`config.mk`:
```
export PLATFORM = sky130hd
export DESIGN_NAME = uart_tx_packet_sender
export DESIGN_NICKNAME = d
export VERILOG_FILES = /design/src/rtl/uart_tx_packet_sender_pkg.sv /design/src/rtl/uart_tx_packet_sender_uart_tx.sv /design/src/rtl/uart_tx_packet_sender.sv
export SDC_FILE = /design/constraint.sdc
export NUM_CORES = 1
export LEC_CHECK = 0
export ABC_AREA = 1
export CORE_ASPECT_RATIO = 1.75
export CORE_MARGIN = 2
export CORE_UTILIZATION = 55
export CTS_BUF_LIST = sky130_fd_sc_hd__clkbuf_2
export DETAILED_ROUTE_END_ITERATION = 12
export PLACE_DENSITY = 0.78
export SYNTH_ARGS = -nofsm -noshare
export SYNTH_HDL_FRONTEND = slang
export SYNTH_SLANG_ARGS = --single-unit
export TNS_END_PERCENT = 30
```
`constraint.sdc`:
```
create_clock -name i_clock -period 3.1 [get_ports i_clock]
set_input_delay 0.775 -clock i_clock [delete_from_list [all_inputs] [get_ports i_clock]]
set_output_delay 0.775 -clock i_clock [all_outputs]
set_load 0.01 [all_outputs]
```
`src/rtl/uart_tx_packet_sender_pkg.sv`:
```
// Shared definitions for the packet sender and its UART byte transmitter:
// state encodings, frame length and a constant-width helper.
package uart_tx_packet_sender_pkg;

  localparam int UART_FRAME_BITS = 10;

  typedef enum logic [2:0] {
    SENDER_IDLE,
    SENDER_LOAD,
    SENDER_WAIT_BYTE,
    SENDER_GAP,
    SENDER_DONE
  } senderState_t;

  typedef enum logic [0:0] {
    TX_IDLE,
    TX_SEND
  } txState_t;

  function automatic int clog2(input int value);
    int result;
    int remaining;
    result = 0;
    remaining = value - 1;
    while (remaining > 0) begin
      result = result + 1;
      remaining = remaining >> 1;
    end
    return result;
  endfunction

endpackage

```
`src/rtl/uart_tx_packet_sender_uart_tx.sv`:
```
// Single-byte 8N1 UART transmitter. Start, data and stop bits are shifted out
// of one frame register; o_txDone is high during the last stop-bit cycle.
module uart_tx
  import uart_tx_packet_sender_pkg::*;
#(
  parameter int CLOCK_SPEED = 1000000,
  parameter int BAUD_RATE   = 9600
) (
  input  logic       i_clock,
  input  logic       i_reset,
  input  logic       i_txBegin,
  input  logic [7:0] i_txByte,
  output logic       o_txSerial,
  output logic       o_txDone
);

  localparam int CLKS_PER_BIT = CLOCK_SPEED / BAUD_RATE;
  localparam int CW = (clog2(CLKS_PER_BIT) > 0) ? clog2(CLKS_PER_BIT) : 1;
  localparam int BW = clog2(UART_FRAME_BITS);
  localparam logic [CW-1:0] LAST_CLK = CW'(CLKS_PER_BIT - 1);
  localparam logic [BW-1:0] LAST_BIT = BW'(UART_FRAME_BITS - 1);

  txState_t state;
  txState_t nextState;
  logic [CW-1:0] clkCount;
  logic [BW-1:0] bitCount;
  logic [UART_FRAME_BITS-1:0] frame;
  logic bitEnd;
  logic lastBit;

  assign bitEnd  = (clkCount == LAST_CLK);
  assign lastBit = bitEnd && (bitCount == LAST_BIT);

  always_ff @(posedge i_clock) begin
    if (i_reset) begin
      state    <= TX_IDLE;
      clkCount <= '0;
      bitCount <= '0;
      frame    <= '1;
    end else begin
      state <= nextState;
      case (state)
        TX_IDLE: begin
          clkCount <= '0;
          bitCount <= '0;
          if (i_txBegin) frame <= {1'b1, i_txByte, 1'b0};
        end
        TX_SEND: begin
          if (bitEnd) begin
            clkCount <= '0;
            bitCount <= bitCount + BW'(1);
            frame    <= {1'b1, frame[UART_FRAME_BITS-1:1]};
          end else begin
            clkCount <= clkCount + CW'(1);
          end
        end
        default: ;
      endcase
    end
  end

  always_comb begin
    nextState = state;
    case (state)
      TX_IDLE: if (i_txBegin) nextState = TX_SEND;
      TX_SEND: if (lastBit) nextState = TX_IDLE;
      default: nextState = TX_IDLE;
    endcase
  end

  assign o_txSerial = (state == TX_SEND) ? frame[0] : 1'b1;
  assign o_txDone   = (state == TX_SEND) && lastBit;

endmodule

```
`src/rtl/uart_tx_packet_sender.sv`:
```
// Multi-byte UART packet sender: latches up to MAX_BYTES bytes and streams them
// through one uart_tx with selectable byte order, inter-byte gap and abort.
module uart_tx_packet_sender
  import uart_tx_packet_sender_pkg::*;
#(
  parameter int CLOCK_SPEED = 1000000,
  parameter int BAUD_RATE   = 9600,
  parameter int MAX_BYTES   = 14,
  parameter int MSB_FIRST   = 1,
  parameter int GAP_CYCLES  = 0
) (
  input  logic                   i_clock,
  input  logic                   i_reset,
  input  logic                   i_txBegin,
  input  logic [8*MAX_BYTES-1:0] i_txData,
  input  logic [7:0]             i_txDataLength,
  input  logic                   i_abort,
  output logic                   o_txBusy,
  output logic                   o_txSerial,
  output logic                   o_txDone,
  output logic                   o_aborted,
  output logic                   o_lengthError,
  output logic [7:0]             o_bytesSent
);

  // The LOAD cycle is itself idle on the line, so GAP holds GAP_CYCLES-1 cycles.
  localparam logic [15:0] GAP_HOLD = 16'((GAP_CYCLES > 1) ? (GAP_CYCLES - 2) : 0);
  localparam logic [7:0]  MAX_LEN  = 8'(MAX_BYTES);

  senderState_t state;
  senderState_t nextState;
  logic [8*MAX_BYTES-1:0] dataReg;
  logic [7:0]  effLen;
  logic [7:0]  clampedLen;
  logic        abortLatch;
  logic        abortNow;
  logic        lastByte;
  logic [15:0] gapCount;
  logic [15:0] byteIndex;
  logic [15:0] byteShift;
  logic [7:0]  selectedByte;
  logic        uartBegin;
  logic        uartDone;

  assign clampedLen = (i_txDataLength > MAX_LEN) ? MAX_LEN : i_txDataLength;
  assign abortNow   = abortLatch | i_abort;
  assign lastByte   = (8'(o_bytesSent + 8'd1) == effLen);

  assign byteIndex    = (MSB_FIRST != 0) ? (16'(effLen) - 16'(o_bytesSent) - 16'd1)
                                         : 16'(o_bytesSent);
  assign byteShift    = {byteIndex[12:0], 3'b000};
  assign selectedByte = 8'(dataReg >> byteShift);
  assign uartBegin    = (state == SENDER_LOAD);

  uart_tx #(
    .CLOCK_SPEED(CLOCK_SPEED),
    .BAUD_RATE  (BAUD_RATE)
  ) uartTx (
    .i_clock   (i_clock),
    .i_reset   (i_reset),
    .i_txBegin (uartBegin),
    .i_txByte  (selectedByte),
    .o_txSerial(o_txSerial),
    .o_txDone  (uartDone)
  );

  always_ff @(posedge i_clock) begin
    if (i_reset) begin
      state         <= SENDER_IDLE;
      dataReg       <= '0;
      effLen        <= '0;
      abortLatch    <= 1'b0;
      gapCount      <= '0;
      o_lengthError <= 1'b0;
      o_bytesSent   <= '0;
    end else begin
      state    <= nextState;
      gapCount <= (state == SENDER_GAP) ? gapCount + 16'd1 : 16'd0;
      if (state == SENDER_IDLE) begin
        if (i_txBegin) begin
          dataReg       <= i_txData;
          effLen        <= clampedLen;
          o_lengthError <= (i_txDataLength > MAX_LEN);
          o_bytesSent   <= '0;
          abortLatch    <= 1'b0;
        end
      end else if (state == SENDER_DONE) begin
        abortLatch <= 1'b0;
      end else begin
        if (i_abort) abortLatch <= 1'b1;
        if (state == SENDER_WAIT_BYTE && uartDone) o_bytesSent <= o_bytesSent + 8'd1;
      end
    end
  end

  // Bytes advance only on the uart_tx done pulse, never on a busy level.
  always_comb begin
    nextState = state;
    case (state)
      SENDER_IDLE: begin
        if (i_txBegin) nextState = (clampedLen == 8'd0) ? SENDER_DONE : SENDER_LOAD;
      end
      SENDER_LOAD: nextState = SENDER_WAIT_BYTE;
      SENDER_WAIT_BYTE: begin
        if (uartDone) begin
          if (lastByte || abortNow)  nextState = SENDER_DONE;
          else if (GAP_CYCLES > 1)   nextState = SENDER_GAP;
          else                       nextState = SENDER_LOAD;
        end
      end
      SENDER_GAP: begin
        if (abortNow)                   nextState = SENDER_DONE;
        else if (gapCount == GAP_HOLD)  nextState = SENDER_LOAD;
      end
      SENDER_DONE: nextState = SENDER_IDLE;
      default:     nextState = SENDER_IDLE;
    endcase
  end

  assign o_txBusy  = (state != SENDER_IDLE);
  assign o_txDone  = (state == SENDER_DONE);
  assign o_aborted = (state == SENDER_DONE) && abortLatch;

endmodule

```
==> results of run 1 <==
[logic make-up (layout without fill, tap and decap cells)]
logic type / Yosys count / after routing / share of synthesized area, %
XOR/XNOR: 3 / 3 / 0.310
other: 0 / 1 / 0
adder cells (fa/ha/maj): 16 / 16 / 2.45
flip-flops: 170 / 170 / 40.1
AO/OA/AOI/OAI: 299 / 299 / 18.8
buffers and inverters: 219 / 337 / 10.1
AND/OR/NAND/NOR: 561 / 561 / 28.2
[sequential cells by signal, summed over array words and instances (netlist names)]
name             count
uartTx.state         1
state                3
abortLatch           1
uartTx.clkCount      7
dataReg            112
gapCount            16
o_lengthError        1
o_bytesSent          8
effLen               8
uartTx.bitCount      4
uartTx.frame         9
[where the power goes]
group	switching [mW]	internal (mW)	leakage, nW	total [mW]
logic	1.94	0.997	3.01	2.93
clock network	0.844	0.385	0.139	1.23
registers	0.250	2.75	1.40	3.00
[worst paths after layout]
path | startpoint | end | slack, ns
worst min-delay path | uartTx.clkCount[0] | uartTx.clkCount[0] | 0.47
worst min register to register | uartTx.clkCount[0] | uartTx.clkCount[0] | 0.47
worst max-delay path | uartTx.state | o_txSerial | 0.16
worst max register to register | o_bytesSent[0] | uartTx.frame[8] | 0.30
[timing repair]
| item | CTS | global route |
|---|---|---|
| setup buffers | 0 | 0 |
| gates resized for setup | 0 | 5 |
| setup endpoints to repair | 0 | 3 |
[through the flow]
step	utilization [%]	setup WS, ns
4_1_cts	66.9	0.121
3_3_place_gp	65.3	0.343
5_1_grt	67.0	0.0276
2_1_floorplan	-	0.585
6_report	67.0	0.160
3_5_place_dp	65.3	0.331
[cell usage after synthesis, types with 4 or more instances]
cell type,instances
nand3b_1,6
inv_1,147
nand4_1,10
a21oi_1,100
nor2_1,177
buf_2,15
o21a_1,4
dfxtp_1,170
o21ai_1,13
ha_1,15
nor4_1,5
inv_2,7
nand2_1,266
clkbuf_1,44
o21ai_0,146
nor3_1,10
nand2_2,4
nand3_1,62
o211ai_1,23
a211oi_1,8
[worst max-delay path, delay by kind of cell, from the launching register on]
family / cells / cell delay [ns]
flops: 1 / 0.36
buf+inv: 3 / 0.78
simple gates: 1 / 0.31
[layer usage]
metal / track usage [%] / wire, µm
met4: 12.6 / 899
met5: 0 / 0
met1: 31.2 / 9080
met3: 3.90 / 934
met2: 50.2 / 11700
[final cells by class]
class / instances / area [µm²] / area share, %
multi-input combinational: 879 / 4230 / 41.4
sequential: 170 / 3400 / 33.4
timing repair buffer: 151 / 1500 / 14.7
inverter: 155 / 587 / 5.75
tap: 186 / 233 / 2.28
clock inverter: 14 / 161 / 1.58
clock buffer: 17 / 85.1 / 0.834
antenna: 1 / 2.50 / 0.0245
==> key figures, run 1 <==
Power
  • Power Dens Cells: 702 nW/µm²
  • Peak VDD IR: ~440 µV
  • P_leak: about 4.5 nW
  • Overall Power: ~7.2 mW

Worst setup path
  • Slowest Stage Delay on Critical Path: a little under 0.5 ns
  • Critical path arrival: roughly 2.2 ns
  • Critical path class: flop to output pin
  • Slowest cell on crit path: clkdlybuf4s50_1
  • Required time worst endpoint: roughly 2.3 ns
  • Reg2reg path depth: 12
  • CP endpoint kind: output pin
  • CP cell instances: buf_4, inv_1, or2_2, clkdlybuf4s50_1
  • Crit-path max FO: 11
  • Startpoint types: flop

Finish
  • Final Non-Filler Cells: around 1600
  • Commonest cells after routing, fill and taps aside: nand2_1, nor2_1, dfxtp_1, inv_1, o21ai_0
  • Nets@finish: roughly 1500
  • Share of cells above drive strength 1: ~5.4%
  • Layout area overhead: 20.2%
  • Fillers: ~1400
  • Most common cell after layout, fill and taps aside: nand2_1
  • Final Cell Area: between 10000 and 15000 µm²

STA
  • Post-route setup TNS: 0 ns
  • Final cycle utilization of the critical path: 94.9%
  • RSZ-0062 raised after global routing: no
  • Clock skew: 0.0559 ns
  • Worst slew pin tran: roughly 0.74 ns
  • Final hold viol count: 0
  • Worst hold margin: between 0.4 and 0.5 ns
  • Fmax: 0.340 GHz
  • # setup viols final: 0
  • Max-slew headroom: between 50% and 60%
  • Slew Viols, Final: 0
  • Post-layout minimum cycle time: about 3 ns

Placed design
  • DP Area: approximately 9900 µm²
  • Dpl cells: 1541
  • Dpl hpwl: between 15000 and 20000 µm
  • IO Port Bufs: 136
  • Routability cong.: between 0.9 and 1

Global route
  • GRT overflow: 0
  • GR Util All Layers: between 20% and 30%
  • First-pass GRT wire length: 37000 µm
  • Number of antenna violations at the first check in global routing: 1
  • Largest net degree at the start of global routing: 82
  • Vias in the first global route: 7959

Status
  • Status: complete, no violations

Synth
  • Library cells used by synthesis: 44
  • Synth Flop Type: dfxtp_1
  • Synth Register Bits: 170
  • Mapped Area: ~8500 µm²
  • Asr flop ratio synth: 0%
  • Synth top area cells: dfxtp_1, nand2_1, o21ai_0, nor2_1, inv_1
  • Net count after synthesis: between 1000 and 1500
  • Avg Inst Size Synth: about 6.7 µm²
  • Area leader, netlist: dfxtp_1
  • Post-synth top area share: between 40 and 50%
  • Register area share after synthesis: 40.1%
  • Post-synth EDFFs: 0
  • Syn. warnings: 0
  • Synthesized instance count: 1268

Detailed routing
  • Vias per Instance: approximately 5.4
  • # DRC: 0
  • DR WL/cell: about 14 µm
  • Post-route ant nets: 0
  • Routed Wire Length: approximately 23000 µm
  • First-pass DRT Iterations: 6
  • Routed vias: 8441
  • DR iter-0 viols: between 600 and 700

Clock tree
  • Clk buf depth: 2
  • Reg clk slew, reported paths: 0.24 ns
  • H-tree depth: 4
  • Number of hold buffers added after cts: 0
  • Clk_lat worst skew: about 0.76 ns
  • CTS root buf: clkbuf_2
  • TritonCTS buffer count: 17
  • Clk sink count: 170
  • CTS tree: yes

Floorplan
  • Die area: between 15000 and 20000 µm²
  • Ports: ~140
  • Initial core utilization: roughly 56%
  • Rows: 60
  • Die Ht: 168 µm
  • Core Area: between 15000 and 20000 µm²
  • Die width: between 90 and 100 µm

Worst hold path
  • Hold Crit Class: flop to flop
  • Worst hold path cell count: 1

Job
  • Reported max-cap violation count: 0
Note: power is estimated with default switching activity, not from simulation.
==> inputs of run 2 (changes only) <==
--- a/config.mk
+++ b/config.mk
@@ -15,4 +15,3 @@
 export SYNTH_ARGS = -nofsm -noshare
 export SYNTH_HDL_FRONTEND = slang
 export SYNTH_SLANG_ARGS = --single-unit
-export TNS_END_PERCENT = 30
==> results of run 2 <==
The final DEF is identical to that of run 1; final timing and power are the same.
==> variant, RTL diff (settings of run 2) <==
One comparison of `clkCount` changes from == to >=.
--- a/src/rtl/uart_tx_packet_sender_uart_tx.sv
+++ b/src/rtl/uart_tx_packet_sender_uart_tx.sv
@@ -30,3 +30,3 @@
 
-  assign bitEnd  = (clkCount == LAST_CLK);
+  assign bitEnd  = (clkCount >= LAST_CLK);
   assign lastBit = bitEnd && (bitCount == LAST_BIT);
Check against the original RTL: same outputs for any inputs over 10 cycles, from zero or initial values and one cycle with i_reset high; that may be too few to reach the edited logic, so the function may still have changed.
==> variant against run 2 <==
Sequential cell count unchanged. Total power is 0.42% higher. Clock skew shrank 17 ps. Worst hold slack got worse by 1.8 ps. Synthesized area rose by 0.55%. First-iteration DRC count fell by 16%. Routed wire length fell by 2.3%. Design area is essentially flat. Setup slack lost 14 ps. Critical endpoint unchanged. Largest cell class unchanged. Highest routed layer unchanged.
==> variant: results (changes against run 2) <==
| Metric | Value |
|---|---|
| Synth Area in XOR/XNOR | `0.005133 (+0.002036)` |
| Total global-route track usage | `0.2613 (-0.01362)` |
| #MultiIn Comb | `872 (-0.80%)` |
| Drt pass-1 iters | `5 (-1)` |
| DR WL/cell | `13.97 um (-3.0%)` |
| Met3 Use GR | `0.04005 (+0.001029)` |
| Status | `finished, final reports clean` |
| Ratio of cells with drive above 1 in the final layout | `0.05079 (-0.003326)` |
| Synth Area in Adders | `0.02434 (-0.0001328)` |
| R2r startpoint | `effLen[0]$_SDFFE_PP0P_` |
| Post-synthesis sequential area ratio | `0.3989 (-0.002176)` |
| M1 GR Usage | `0.2996 (-0.01221)` |
| Vias in the first global route | `7920 (-0.49%)` |
| Clk tree area frac | `0.02037 (-0.003791)` |
| Synth area leaders | `dfxtp_1, nand2_1, a21oi_1, inv_1, o21ai_0` |
| Detailed Route Iter0 Violations | `509 (-16%)` |
| Synth Area in Compound Gates | `0.1811 (-0.007181)` |
| Routed length on met3 | `969 um (+3.7%)` |
| Multi-input gate share of total cell area | `0.4112 (-0.003109)` |
| Vias per inst | `5.352 (-0.26%)` |
| Non-clock buffers | `148 (-2.0%)` |
| Mapped Nets | `1423 (+1.1%)` |
| Non-clk buf share | `0.1460 (-0.001277)` |
| Sequential share of cell area | `0.3338 (about the same)` |
| DRT met1 WL | `8.850 mm (-2.5%)` |
| R2r worst-path depth | `17 (+5)` |
| Worst path slowest cell | `dfxtp_2` |
| Routability cong. | `0.9118 (-2.2%)` |
| PostCTS Resize Cnt | `2 (+2)` |
| Nets | `1527 (+0.86%)` |
| Met2 Routed Length | `11.65 mm (-0.85%)` |
| Largest net degree at the start of global routing | `108 (+32%)` |
| # fillers | `1420 (+2.2%)` |
| Initial core utilization | `0.5571 (about the same)` |
| Yosys cell types | `45 (+2.3%)` |
| Invs w/o clock | `178 (+15%)` |
| First-pass GRT wire length | `35.89 mm (-3.0%)` |
| P_leak | `4.521 nW (-0.48%)` |
| Max VDD drop | `531.4 uV (+22%)` |
| Critical R2R Capture | `uartTx.frame[4]$_SDFFE_PP1P_` |
| Register-to-Register Setup Slack | `340 ps (+40 ps)` |
| Crit-path max FO | `10 (-1)` |
| Clock Skew | `39.08 ps (-16.87 ps)` |
| Crit. Startpoint | `uartTx.state$_SDFF_PP0_` |
| HPWL after DPL | `15.73 mm (-4.6%)` |
| Primary FF master, synth | `dfxtp_1` |
[variant: cell types whose count changed in the layout (fill, tap and decap cells not counted), sizes merged, moves of 15 or more]
cell    change
o21ai      -40
inv        +20
a21oi      +62
o211ai     -15
nand2      +94
nor2      -127
nand3      +29
[variant: worst min-delay path by stage]
| stage | from | to | slack, ps | cells after the start |
|---|---|---|---|---|
| after global routing | dataReg[1]$_SDFFE_PP0P_ | dataReg[1]$_SDFFE_PP0P_ | 480 | 2 |
| after CTS | dataReg[105]$_SDFFE_PP0P_ | dataReg[105]$_SDFFE_PP0P_ | 470 | 2 |
| after detailed placement | uartTx.clkCount[0]$_SDFF_PP0_ | uartTx.clkCount[0]$_SDFF_PP0_ | 440 | 1 |
| final | uartTx.clkCount[0]$_SDFF_PP0_ | uartTx.clkCount[0]$_SDFF_PP0_ | 470 | 1 |
| after global placement | uartTx.clkCount[0]$_SDFF_PP0_ | uartTx.clkCount[0]$_SDFF_PP0_ | 430 | 1 |
| after floorplan | uartTx.clkCount[0]$_SDFF_PP0_ | uartTx.clkCount[0]$_SDFF_PP0_ | 420 | 1 |
[variant: power by group]
part,internal (mW),switching [mW],total [mW]
logic,1.08,2.13,3.21
registers,2.69,0.199,2.89
clock network,0.287,0.803,1.09
[variant: per-stage QoR]
| stage | cells | area [um2] | util | setup slack (ps) |
|---|---|---|---|---|
| floorplan | 1283 | 8532 | - | 547.6 |
| global placement | 1554 | 9985 | 0.6520 | 466.3 |
| detailed placement | 1554 | 9985 | 0.6520 | 417.4 |
| CTS | 1584 | 10200 | 0.6658 | 86.29 |
| global route | 1585 | 10200 | 0.6659 | 25.58 |
| finish | 1585 | 10200 | 0.6659 | 145.7 |
[variant: critical path: cells and delay by family (launching register included)]
family        cells  cell delay (ps)
buf+inv           2              640
flops             1              500
simple gates      1              330
